File: src/rtl/limn2600_pkg.sv
// Shared types and helpers for the Limn2600 memory controller: access sizes,
// controller states, grant encoding and lane helpers.
package limn2600_pkg;

   localparam logic [1:0] SIZE_BYTE = 2'd0;
   localparam logic [1:0] SIZE_HALF = 2'd1;
   localparam logic [1:0] SIZE_WORD = 2'd2;

   typedef enum logic [3:0] {
      ST_IDLE,
      ST_RD_ISSUE,
      ST_RD_WAIT,
      ST_WR_ISSUE,
      ST_WR_WAIT,
      ST_RMW_RD_ISSUE,
      ST_RMW_RD_WAIT,
      ST_RMW_WR_ISSUE,
      ST_RMW_WR_WAIT,
      ST_DONE
   } memctl_state_e;

   typedef enum logic {
      GNT_I,
      GNT_D
   } grant_e;

   // Size code 3 is reserved and never counts as aligned.
   function automatic logic is_aligned(input logic [1:0] size, input logic [1:0] addr_lo);
      case (size)
         SIZE_BYTE: return 1'b1;
         SIZE_HALF: return ~addr_lo[0];
         SIZE_WORD: return (addr_lo == 2'b00);
         default:   return 1'b0;
      endcase
   endfunction

   function automatic logic [31:0] size_mask(input logic [1:0] size);
      case (size)
         SIZE_BYTE: return 32'h0000_00FF;
         SIZE_HALF: return 32'h0000_FFFF;
         default:   return 32'hFFFF_FFFF;
      endcase
   endfunction

endpackage

File: src/rtl/limn2600_lane_merge.sv
// Little-endian lane handling: pulls a right-justified sub-word out of a
// memory word and merges store data into the addressed lanes of a word.
module limn2600_lane_merge
   import limn2600_pkg::*;
(
   input  logic [31:0] word,
   input  logic [31:0] wdata,
   input  logic [1:0]  addr_lo,
   input  logic [1:0]  size,
   output logic [31:0] extract_data,
   output logic [31:0] insert_data
);

   logic [4:0]  shift;
   logic [31:0] mask;

   assign shift        = {addr_lo, 3'b000};
   assign mask         = size_mask(size);
   assign extract_data = (word >> shift) & mask;
   assign insert_data  = (word & ~(mask << shift)) | ((wdata & mask) << shift);

endmodule

File: src/rtl/limn2600_memctl.sv
// Arbitrates fetch and load/store requests onto the single-ported SRAM,
// turning sub-word stores into read-modify-write and flagging errors.
module limn2600_memctl
   import limn2600_pkg::*;
#(
   parameter int unsigned TIMEOUT_CYCLES = 255
) (
   input  logic        clk,
   input  logic        rst,
   input  logic        i_req,
   input  logic [31:0] i_addr,
   output logic        i_ack,
   output logic [31:0] i_rdata,
   output logic        i_err,
   input  logic        d_req,
   input  logic        d_we,
   input  logic [1:0]  d_size,
   input  logic [31:0] d_addr,
   input  logic [31:0] d_wdata,
   output logic        d_ack,
   output logic [31:0] d_rdata,
   output logic        d_err,
   output logic        mem_cs,
   output logic        mem_we,
   output logic [31:0] mem_addr,
   output logic [31:0] mem_wdata,
   input  logic [31:0] mem_rdata,
   input  logic        mem_rdy
);

   localparam int unsigned       TMO_W    = $clog2(TIMEOUT_CYCLES + 1);
   localparam logic [TMO_W-1:0]  TMO_LAST = TMO_W'(TIMEOUT_CYCLES);

   memctl_state_e    state_q, state_d;
   grant_e           gnt_q, gnt_d, last_q, last_d;
   logic             we_q, we_d;
   logic [1:0]       size_q, size_d, lo_q, lo_d;
   logic [31:0]      wdata_q, wdata_d;
   logic [TMO_W-1:0] tmo_q, tmo_d;

   logic             i_ack_q, i_ack_d, i_err_q, i_err_d;
   logic [31:0]      i_rdata_q, i_rdata_d;
   logic             d_ack_q, d_ack_d, d_err_q, d_err_d;
   logic [31:0]      d_rdata_q, d_rdata_d;
   logic             mem_cs_q, mem_cs_d, mem_we_q, mem_we_d;
   logic [31:0]      mem_addr_q, mem_addr_d, mem_wdata_q, mem_wdata_d;

   logic             pick_d, finish, fin_err, timed_out;
   logic [31:0]      req_addr;
   logic [TMO_W-1:0] tmo_inc;
   logic [31:0]      extract_data, insert_data;

   limn2600_lane_merge u_lane_merge (
      .word         (mem_rdata),
      .wdata        (wdata_q),
      .addr_lo      (lo_q),
      .size         (size_q),
      .extract_data (extract_data),
      .insert_data  (insert_data)
   );

   // Outputs are registered, so each is computed for the state being entered.
   always_comb begin
      state_d     = state_q;
      gnt_d       = gnt_q;
      last_d      = last_q;
      we_d        = we_q;
      size_d      = size_q;
      lo_d        = lo_q;
      wdata_d     = wdata_q;
      tmo_d       = tmo_q;
      mem_cs_d    = 1'b0;
      mem_we_d    = mem_we_q;
      mem_addr_d  = mem_addr_q;
      mem_wdata_d = mem_wdata_q;
      i_ack_d     = 1'b0;
      i_err_d     = 1'b0;
      i_rdata_d   = '0;
      d_ack_d     = 1'b0;
      d_err_d     = 1'b0;
      d_rdata_d   = '0;
      pick_d      = d_req && (!i_req || last_q == GNT_I);
      req_addr    = pick_d ? d_addr : i_addr;
      finish      = 1'b0;
      fin_err     = 1'b0;
      tmo_inc     = tmo_q + TMO_W'(1);
      timed_out   = (tmo_inc == TMO_LAST);

      case (state_q)
         ST_IDLE: begin
            if (i_req || d_req) begin
               gnt_d      = pick_d ? GNT_D : GNT_I;
               we_d       = pick_d ? d_we : 1'b0;
               size_d     = pick_d ? d_size : SIZE_WORD;
               wdata_d    = d_wdata;
               lo_d       = req_addr[1:0];
               tmo_d      = '0;
               mem_addr_d = {req_addr[31:2], 2'b00};
               if (!is_aligned(size_d, lo_d)) begin
                  finish  = 1'b1;
                  fin_err = 1'b1;
               end else if (!we_d) begin
                  state_d  = ST_RD_ISSUE;
                  mem_cs_d = 1'b1;
                  mem_we_d = 1'b0;
               end else if (size_d == SIZE_WORD) begin
                  state_d     = ST_WR_ISSUE;
                  mem_cs_d    = 1'b1;
                  mem_we_d    = 1'b1;
                  mem_wdata_d = d_wdata;
               end else begin
                  state_d  = ST_RMW_RD_ISSUE;
                  mem_cs_d = 1'b1;
                  mem_we_d = 1'b0;
               end
            end
         end
         ST_RD_ISSUE: begin
            state_d = ST_RD_WAIT;
            tmo_d   = '0;
         end
         ST_WR_ISSUE: begin
            state_d = ST_WR_WAIT;
            tmo_d   = '0;
         end
         ST_RMW_RD_ISSUE: begin
            state_d = ST_RMW_RD_WAIT;
            tmo_d   = '0;
         end
         ST_RMW_WR_ISSUE: begin
            state_d = ST_RMW_WR_WAIT;
            tmo_d   = '0;
         end
         ST_RD_WAIT, ST_WR_WAIT, ST_RMW_WR_WAIT: begin
            if (mem_rdy) begin
               finish = 1'b1;
            end else begin
               tmo_d = tmo_inc;
               if (timed_out) begin
                  finish  = 1'b1;
                  fin_err = 1'b1;
               end
            end
         end
         ST_RMW_RD_WAIT: begin
            if (mem_rdy) begin
               state_d     = ST_RMW_WR_ISSUE;
               mem_cs_d    = 1'b1;
               mem_we_d    = 1'b1;
               mem_wdata_d = insert_data;
            end else begin
               tmo_d = tmo_inc;
               if (timed_out) begin
                  finish  = 1'b1;
                  fin_err = 1'b1;
               end
            end
         end
         ST_DONE: begin
            state_d = ST_IDLE;
            last_d  = gnt_q;
         end
         default: state_d = ST_IDLE;
      endcase

      // Stores and failed accesses return zero data.
      if (finish) begin
         state_d = ST_DONE;
         if (gnt_d == GNT_I) begin
            i_ack_d   = 1'b1;
            i_err_d   = fin_err;
            i_rdata_d = fin_err ? '0 : mem_rdata;
         end else begin
            d_ack_d   = 1'b1;
            d_err_d   = fin_err;
            d_rdata_d = (fin_err || we_d) ? '0 : extract_data;
         end
      end
   end

   always_ff @(posedge clk) begin
      if (rst) begin
         state_q     <= ST_IDLE;
         gnt_q       <= GNT_I;
         last_q      <= GNT_I;
         we_q        <= 1'b0;
         size_q      <= '0;
         lo_q        <= '0;
         wdata_q     <= '0;
         tmo_q       <= '0;
         i_ack_q     <= 1'b0;
         i_err_q     <= 1'b0;
         i_rdata_q   <= '0;
         d_ack_q     <= 1'b0;
         d_err_q     <= 1'b0;
         d_rdata_q   <= '0;
         mem_cs_q    <= 1'b0;
         mem_we_q    <= 1'b0;
         mem_addr_q  <= '0;
         mem_wdata_q <= '0;
      end else begin
         state_q     <= state_d;
         gnt_q       <= gnt_d;
         last_q      <= last_d;
         we_q        <= we_d;
         size_q      <= size_d;
         lo_q        <= lo_d;
         wdata_q     <= wdata_d;
         tmo_q       <= tmo_d;
         i_ack_q     <= i_ack_d;
         i_err_q     <= i_err_d;
         i_rdata_q   <= i_rdata_d;
         d_ack_q     <= d_ack_d;
         d_err_q     <= d_err_d;
         d_rdata_q   <= d_rdata_d;
         mem_cs_q    <= mem_cs_d;
         mem_we_q    <= mem_we_d;
         mem_addr_q  <= mem_addr_d;
         mem_wdata_q <= mem_wdata_d;
      end
   end

   assign i_ack     = i_ack_q;
   assign i_err     = i_err_q;
   assign i_rdata   = i_rdata_q;
   assign d_ack     = d_ack_q;
   assign d_err     = d_err_q;
   assign d_rdata   = d_rdata_q;
   assign mem_cs    = mem_cs_q;
   assign mem_we    = mem_we_q;
   assign mem_addr  = mem_addr_q;
   assign mem_wdata = mem_wdata_q;

endmodule
File: config.mk
export PLATFORM = sky130hd
export DESIGN_NAME = limn2600_memctl
export DESIGN_NICKNAME = d
export VERILOG_FILES = /design/src/rtl/limn2600_pkg.sv /design/src/rtl/limn2600_lane_merge.sv /design/src/rtl/limn2600_memctl.sv
export SDC_FILE = /design/constraint.sdc
export NUM_CORES = 1
export LEC_CHECK = 0
export CELL_PAD_IN_SITES_DETAIL_PLACEMENT = 0
export CELL_PAD_IN_SITES_GLOBAL_PLACEMENT = 2
export CORE_ASPECT_RATIO = 1.75
export CORE_UTILIZATION = 26
export DETAILED_ROUTE_END_ITERATION = 6
export PLACE_DENSITY_LB_ADDON = 0.08
export SYNTH_ARGS = -nofsm -noshare
export SYNTH_HDL_FRONTEND = slang
export SYNTH_SLANG_ARGS = --single-unit
File: constraint.sdc
create_clock -name clk -period 2.4 [get_ports clk]
set_clock_uncertainty 0.05 [all_clocks]
set_input_delay 0.72 -clock clk [delete_from_list [all_inputs] [get_ports clk]]
set_output_delay 0.72 -clock clk [all_outputs]
set_load 0.005 [all_outputs]
# ---- Yosys cells after proc, flatten, opt, wreduce, memory -nomap -nowiden
# Index checks and enable logic that the tools add are counted.
dict set report word_totals {
  reg_bits 183
  inputBits 136
  output_inout_bits 134
  wordCells 129
}
dict set report op_classes {
  n_addsub 1
  n_eq_ne 23
  n_shift 3
  muxes 47
  n_bitwise 10
  n_reduce_logical 26
}
# cell n
set ops {}
lappend ops {{$mux W32} 6}
lappend ops {{$pmux W32 S2} 2}
lappend ops {{$and A32 B32 Y32} 3}
lappend ops {{$shl A32 B5 Y32} 2}
lappend ops {{$not A32 Y32} 1}
lappend ops {{$or A32 B32 Y32} 1}
lappend ops {{$shr A32 B5 Y32} 1}
lappend ops {{$pmux W4 S7} 1}
lappend ops {{$pmux W8 S3} 1}
lappend ops {{$mux W1} 23}
lappend ops {{$eq A4 B3 Y1 const B} 4}
lappend ops {{$mux W4} 4}
lappend ops {{$mux W8} 2}
lappend ops {{$reduce_or A4 Y1} 4}
lappend ops {{$ne A2 B2 Y1 const B} 7}
lappend ops {{$reduce_and A4 Y1} 3}
lappend ops {{$ne A3 B3 Y1 const B} 3}
lappend ops {{$reduce_or A3 Y1} 3}
lappend ops {{$add A8 B1 Y8 const B} 1}
lappend ops {{$eq A4 B2 Y1 const B} 2}
lappend ops {{$eq A4 B4 Y1 const B} 2}
lappend ops {{$eq A8 B8 Y1 const B} 1}
lappend ops {{$logic_not A2 Y1} 3}
lappend ops {{$mux W3} 2}
lappend ops {{other kinds (17)} 28}

# ---- Depth between registers and ports, before layout
dict set report logic_depth {
  ltp_word 13
  mapped_depth 8
  ltp_nobuf 6
}

# ---- Hierarchy
# From an unflattened synthesis, not the netlist that was laid out.
dict set report unflattened {
  hier_cells 947
  area_unflattened_um2 8270.4
}
# mod n_inst cells_each area_each_um2 seq_area_each_um2
set by_module_without_submodules {}
lappend by_module_without_submodules {limn2600_memctl 1 764 6972.9 3663.5}
lappend by_module_without_submodules {limn2600_lane_merge 1 183 1297.5 0.0}

# ---- Worst setup path after synthesis
# No wires, ideal clock.
dict set report synth_timing {
  kind {input -> register}
  startpoint {input d_req}
  endpoint {register mem_wdata_q[10] (netlist: mem_wdata[10])}
  setup_ps 70
  arrival_time_ps 2064
  required_ps 2280
  setup_slack_ps 215
  cell_stages 8
  path_buffers 3
  cell_sequence {a21bo_2 clkbuf_1 a22o_1 o211ai_1 buf_2 buf_2 nand2_1 a21oi_1}
}
dict set report synth_via {
  elab_chain_cells 8
  word_cells_on_any_way 18
  cone_classes {6 x eq/ne; 6 x mux; 1 x bitwise; 5 x reduce/logical}
}
# item line_no
set synth_lines {}
lappend synth_lines {{start, declared} limn2600_memctl.sv:15} ;# input logic d_req,
lappend synth_lines {{$logic_and A1 B1 Y1} limn2600_memctl.sv:82} ;# pick_d = d_req && (!i_req || last_q == GNT_I);
lappend synth_lines {{$mux W2 / $mux W32 (equally long branches)} {limn2600_memctl.sv:94, limn2600_memctl.sv:83}}
lappend synth_lines {{$eq A2 B2 Y1 (tied with other cells)} {limn2600_pkg.sv:29, limn2600_memctl.sv:106}}
lappend synth_lines {{$pmux W1 S3} limn2600_pkg.sv:29} ;# case (size)
lappend synth_lines {{$mux W1} limn2600_memctl.sv:91} ;# if (i_req || d_req) begin
lappend synth_lines {{$mux W1} limn2600_memctl.sv:89} ;# case (state_q)
lappend synth_lines {{$ne A2 B2 Y1 (no line)} n/a}
lappend synth_lines {{$reduce_and A6 Y1 (no line) *} n/a}
lappend synth_lines {{end signal, assigned} limn2600_memctl.sv:219} ;# mem_wdata_q <= mem_wdata_d;
lappend synth_lines {{end, declared} limn2600_memctl.sv:46} ;# logic [31:0] mem_addr_q, mem_addr_d, mem_wdata_q, mem_wdata_d;
# Every way passes the cells marked *; elsewhere a longest branch is shown, timed or not. The select of a mux whose other input is x is not followed.
# A chain may end at the register's enable or synchronous reset.

# ---- Final worst setup path
dict set report layout_timing {
  startpoint {input i_addr[0]}
  endpoint {register mem_wdata_q[20] (netlist: mem_wdata[20])}
}
dict set report layout_via {
  elab_chain_cells 7
  word_cells_on_any_way 8
  cone_classes {1 x eq/ne; 4 x mux; 1 x bitwise; 2 x reduce/logical}
}
# item line_no
set layout_lines {}
lappend layout_lines {{start, declared} limn2600_memctl.sv:11} ;# input logic [31:0] i_addr,
lappend layout_lines {{$mux W32 *} limn2600_memctl.sv:83} ;# req_addr = pick_d ? d_addr : i_addr;
lappend layout_lines {{$logic_not A2 Y1 / $not A1 Y1 (equally long branches)} {limn2600_pkg.sv:32, limn2600_pkg.sv:31}}
lappend layout_lines {{$pmux W1 S3 *} limn2600_pkg.sv:29}
lappend layout_lines {{$mux W1 *} limn2600_memctl.sv:91}
lappend layout_lines {{$mux W1 *} limn2600_memctl.sv:89}
lappend layout_lines {{$ne A2 B2 Y1 (no line) *} n/a}
lappend layout_lines {{$reduce_and A6 Y1 (no line) *} n/a}
# Marks and branches as above.

==> flow_metrics.tcl <==
set metrics [dict create \
    p_per_area_mw_per_mm2 965 \
    max_freq_mhz 429 \
    grt_first_pass_wirelength_um 46500 \
    yosysTopAreaCellShare_pct 46.0 \
    drtIter0Drc 267 \
    maxCapViolCount 0 \
    synth-main-ff-cell "dfxtp_1" \
    via_count 7888 \
    setup_viol 0 \
    cts.sinks 183 \
    power.leakage_uw 0.00460 \
    grt_pass1_vias 7873 \
    ys_seq_area_share_pct 46.0 \
    power_uw 11900 \
    drv_slew 0 \
    yosys.area.top_type "dfxtp_1" \
    dieArea_mm2 0.0313 \
    clockBufferDepth 2 \
    synth_area_mm2 0.00796 \
    synth_most_common_cell "nand2_1" \
    cts_tree "yes" \
    stdcell_count 1673 \
    startpoint_type "input pin" \
    dieWidth_um 134 \
    grt_max_degree 113 \
    pin_count 270 \
    peakVddDrop_v 0.000639 \
    nNetsFinal 1409 \
    clk_pin_slew_ns 0.07 \
    ys_warn_count 0 \
    first_pass_iters 5 \
    synth_seq_cells 183 \
    drive_gt1_share_pct 11.7 \
    required_ns 2.67 \
    gr-usage-all-layers_pct 20.2 \
    die_h_um 233 \
    holdBufCountCts 0 \
    worst_ep_arrival_time_ns 2.60 \
    hp-class "reg -> reg" \
    final_antenna_net_count 0 \
    rsz0062_at_grt "yes" \
    post-route-period-util_pct 97.1 \
    hpwl_um 24200 \
    vias_per_cell 4.71 \
    synth_cell_types 59 \
    num_rows 84 \
    clk_latency_ns 0.45 \
    routedWlPerCell_um 18.9 \
    cts_root_buffer "clkbuf_16" \
    core_mm2 0.0301 \
    dp.cells 1633 \
    hold_viol 0 \
    critPathKind "in -> reg" \
    gr-total-overflow 0 \
    start_util_pct 26.5 \
    routed_wl_um 31700 \
    flow.area_growth_from_synthesis_pct 55.5 \
    drc 0 \
    synth_area_leaders "dfxtp_1, nand2_1, a21oi_1" \
    postSynthCellCount 963 \
    place.gp.congestion 0.790 \
    path_max_fanout 6 \
    finalCriticalPeriod_ns 2.33 \
    synth_edf_count 0 \
    cp-end-kind "flop" \
    synthTopCellsByCount "nand2_1, dfxtp_1, nor2_1" \
    antenna_found_initial 2 \
    avgSynthCellArea_um2 8.26 \
    htree_levels 4 \
    status "finished, final reports clean" \
    holdWs_ns 0.405 \
    numCtsBuffers 17 \
    io_buffer_count 267 \
    tightest_slew_ns 0.732 \
    async_flop_share_pct 0 \
    slew_headroom_pct 50.7 \
]
-- metal layers --
| metal | vias to the layer above | track usage (%) | part of all wire, % |
|---|---|---|---|
| met2 | 198 | 41.0 | 57 |
| met3 | 31 | 4.06 | 4.4 |
| met1 | 3646 | 19.2 | 36 |
| met4 | 0 | 8.15 | 2.7 |
| li1 | 4013 | - | - |
| met5 | - | 0 | 0 |
-- cell type report --
| cell class | count | area (µm²) |
|---|---|---|
| diodes | 2 | 5.00 |
| clock buffers | 18 | 429 |
| clock inverters | 14 | 198 |
| fillers | 3165 | 17700 |
| inverters | 6 | 22.5 |
| multi-input cells | 693 | 3970 |
| flip-flops and latches | 183 | 3660 |
| well taps | 387 | 484 |
| repair buffers | 370 | 3600 |
-- state kept, by name (all words and copies together), names as in the netlist, 2 cells and up --
| register | count |
|---|---|
| lo_q | 2 |
| mem_wdata | 32 |
| tmo_q | 8 |
| size_q | 2 |
| mem_addr | 30 |
| d_rdata | 32 |
| state_q | 4 |
| wdata_q | 32 |
| i_rdata | 32 |
-- where the power goes --
part           internal, µW  switching, µW  total, µW
sequential             3570            391       3960
clock                  1750           1290       3050
combinational          2320           2620       4940
-- final timing paths --
path / start / endpoint / slack, ns / cells after the start
worst min-delay path: wdata_q[31] / wdata_q[31] / 0.41 / 2
worst max register to register: state_q[2] / mem_wdata[18] / 0.14 / 8
worst min register to register: wdata_q[31] / wdata_q[31] / 0.41 / 2
worst max-delay path: i_addr[0] / mem_wdata[20] / 0.07 / 8
-- cells in the final DEF (no fill, tap or decap), types with 9 or more instances in the layout --
master / netlist / layout
nor3_1: 9 / 9
a21oi_1: 91 / 91
buf_4: 2 / 91
a211oi_1: 19 / 19
buf_12: 0 / 10
dfxtp_1: 183 / 182
o211ai_1: 17 / 17
nand2_1: 186 / 186
a211o_1: 15 / 15
clkbuf_16: 0 / 18
nor2b_1: 13 / 13
clkdlybuf4s50_1: 0 / 262
a221oi_1: 16 / 16
nand3_1: 14 / 14
nor2_1: 99 / 99
o21ai_0: 32 / 32
a311oi_1: 32 / 32
and2_1: 33 / 33
mux2i_1: 26 / 26
-- critical path, stage by stage --
cell and delay (ns):
clkdlybuf4s50_1 0.49, nor2_1 0.08, a22o_1 0.26, o211ai_1 0.50
buf_4 0.23, buf_6 0.13, a211o_1 0.11, a21oi_1 0.06
-- what timing repair did --
| item | CTS | global route |
|---|---|---|
| hold endpoints to repair | 0 | 0 |
| setup endpoints to repair | 0 | 28 |
| gates resized for setup | 0 | 9 |
| buffers inserted | 0 | 4 |
-- kinds of logic after synthesis --
group	synth area share [%]
XOR/XNOR	0.440
other	0.0471
flip-flops	46.0
AND/OR/NAND/NOR	22.3
buffers and inverters	4.64
multiplexers	3.41
AO/OA/AOI/OAI	22.8
adder cells (fa/ha/maj)	0.314
-- metrics by stage --
| step | setup slack, ns | instance area (µm²) | setup TNS (ns) | utilization, % |
|---|---|---|---|---|
| global placement | -0.363 | 11700 | -30.19 | 38.8 |
| global route | -0.0414 | 12400 | -0.390 | 41.2 |
| finish | 0.0691 | 12400 | 0 | 41.2 |
| floorplan | 0.215 | 7960 | 0 | - |
| CTS | 0.0784 | 12300 | 0 | 40.9 |
| detailed placement | -0.409 | 11700 | -34.58 | 38.8 |
No activity file was read; power rests on OpenSTA's default activity.
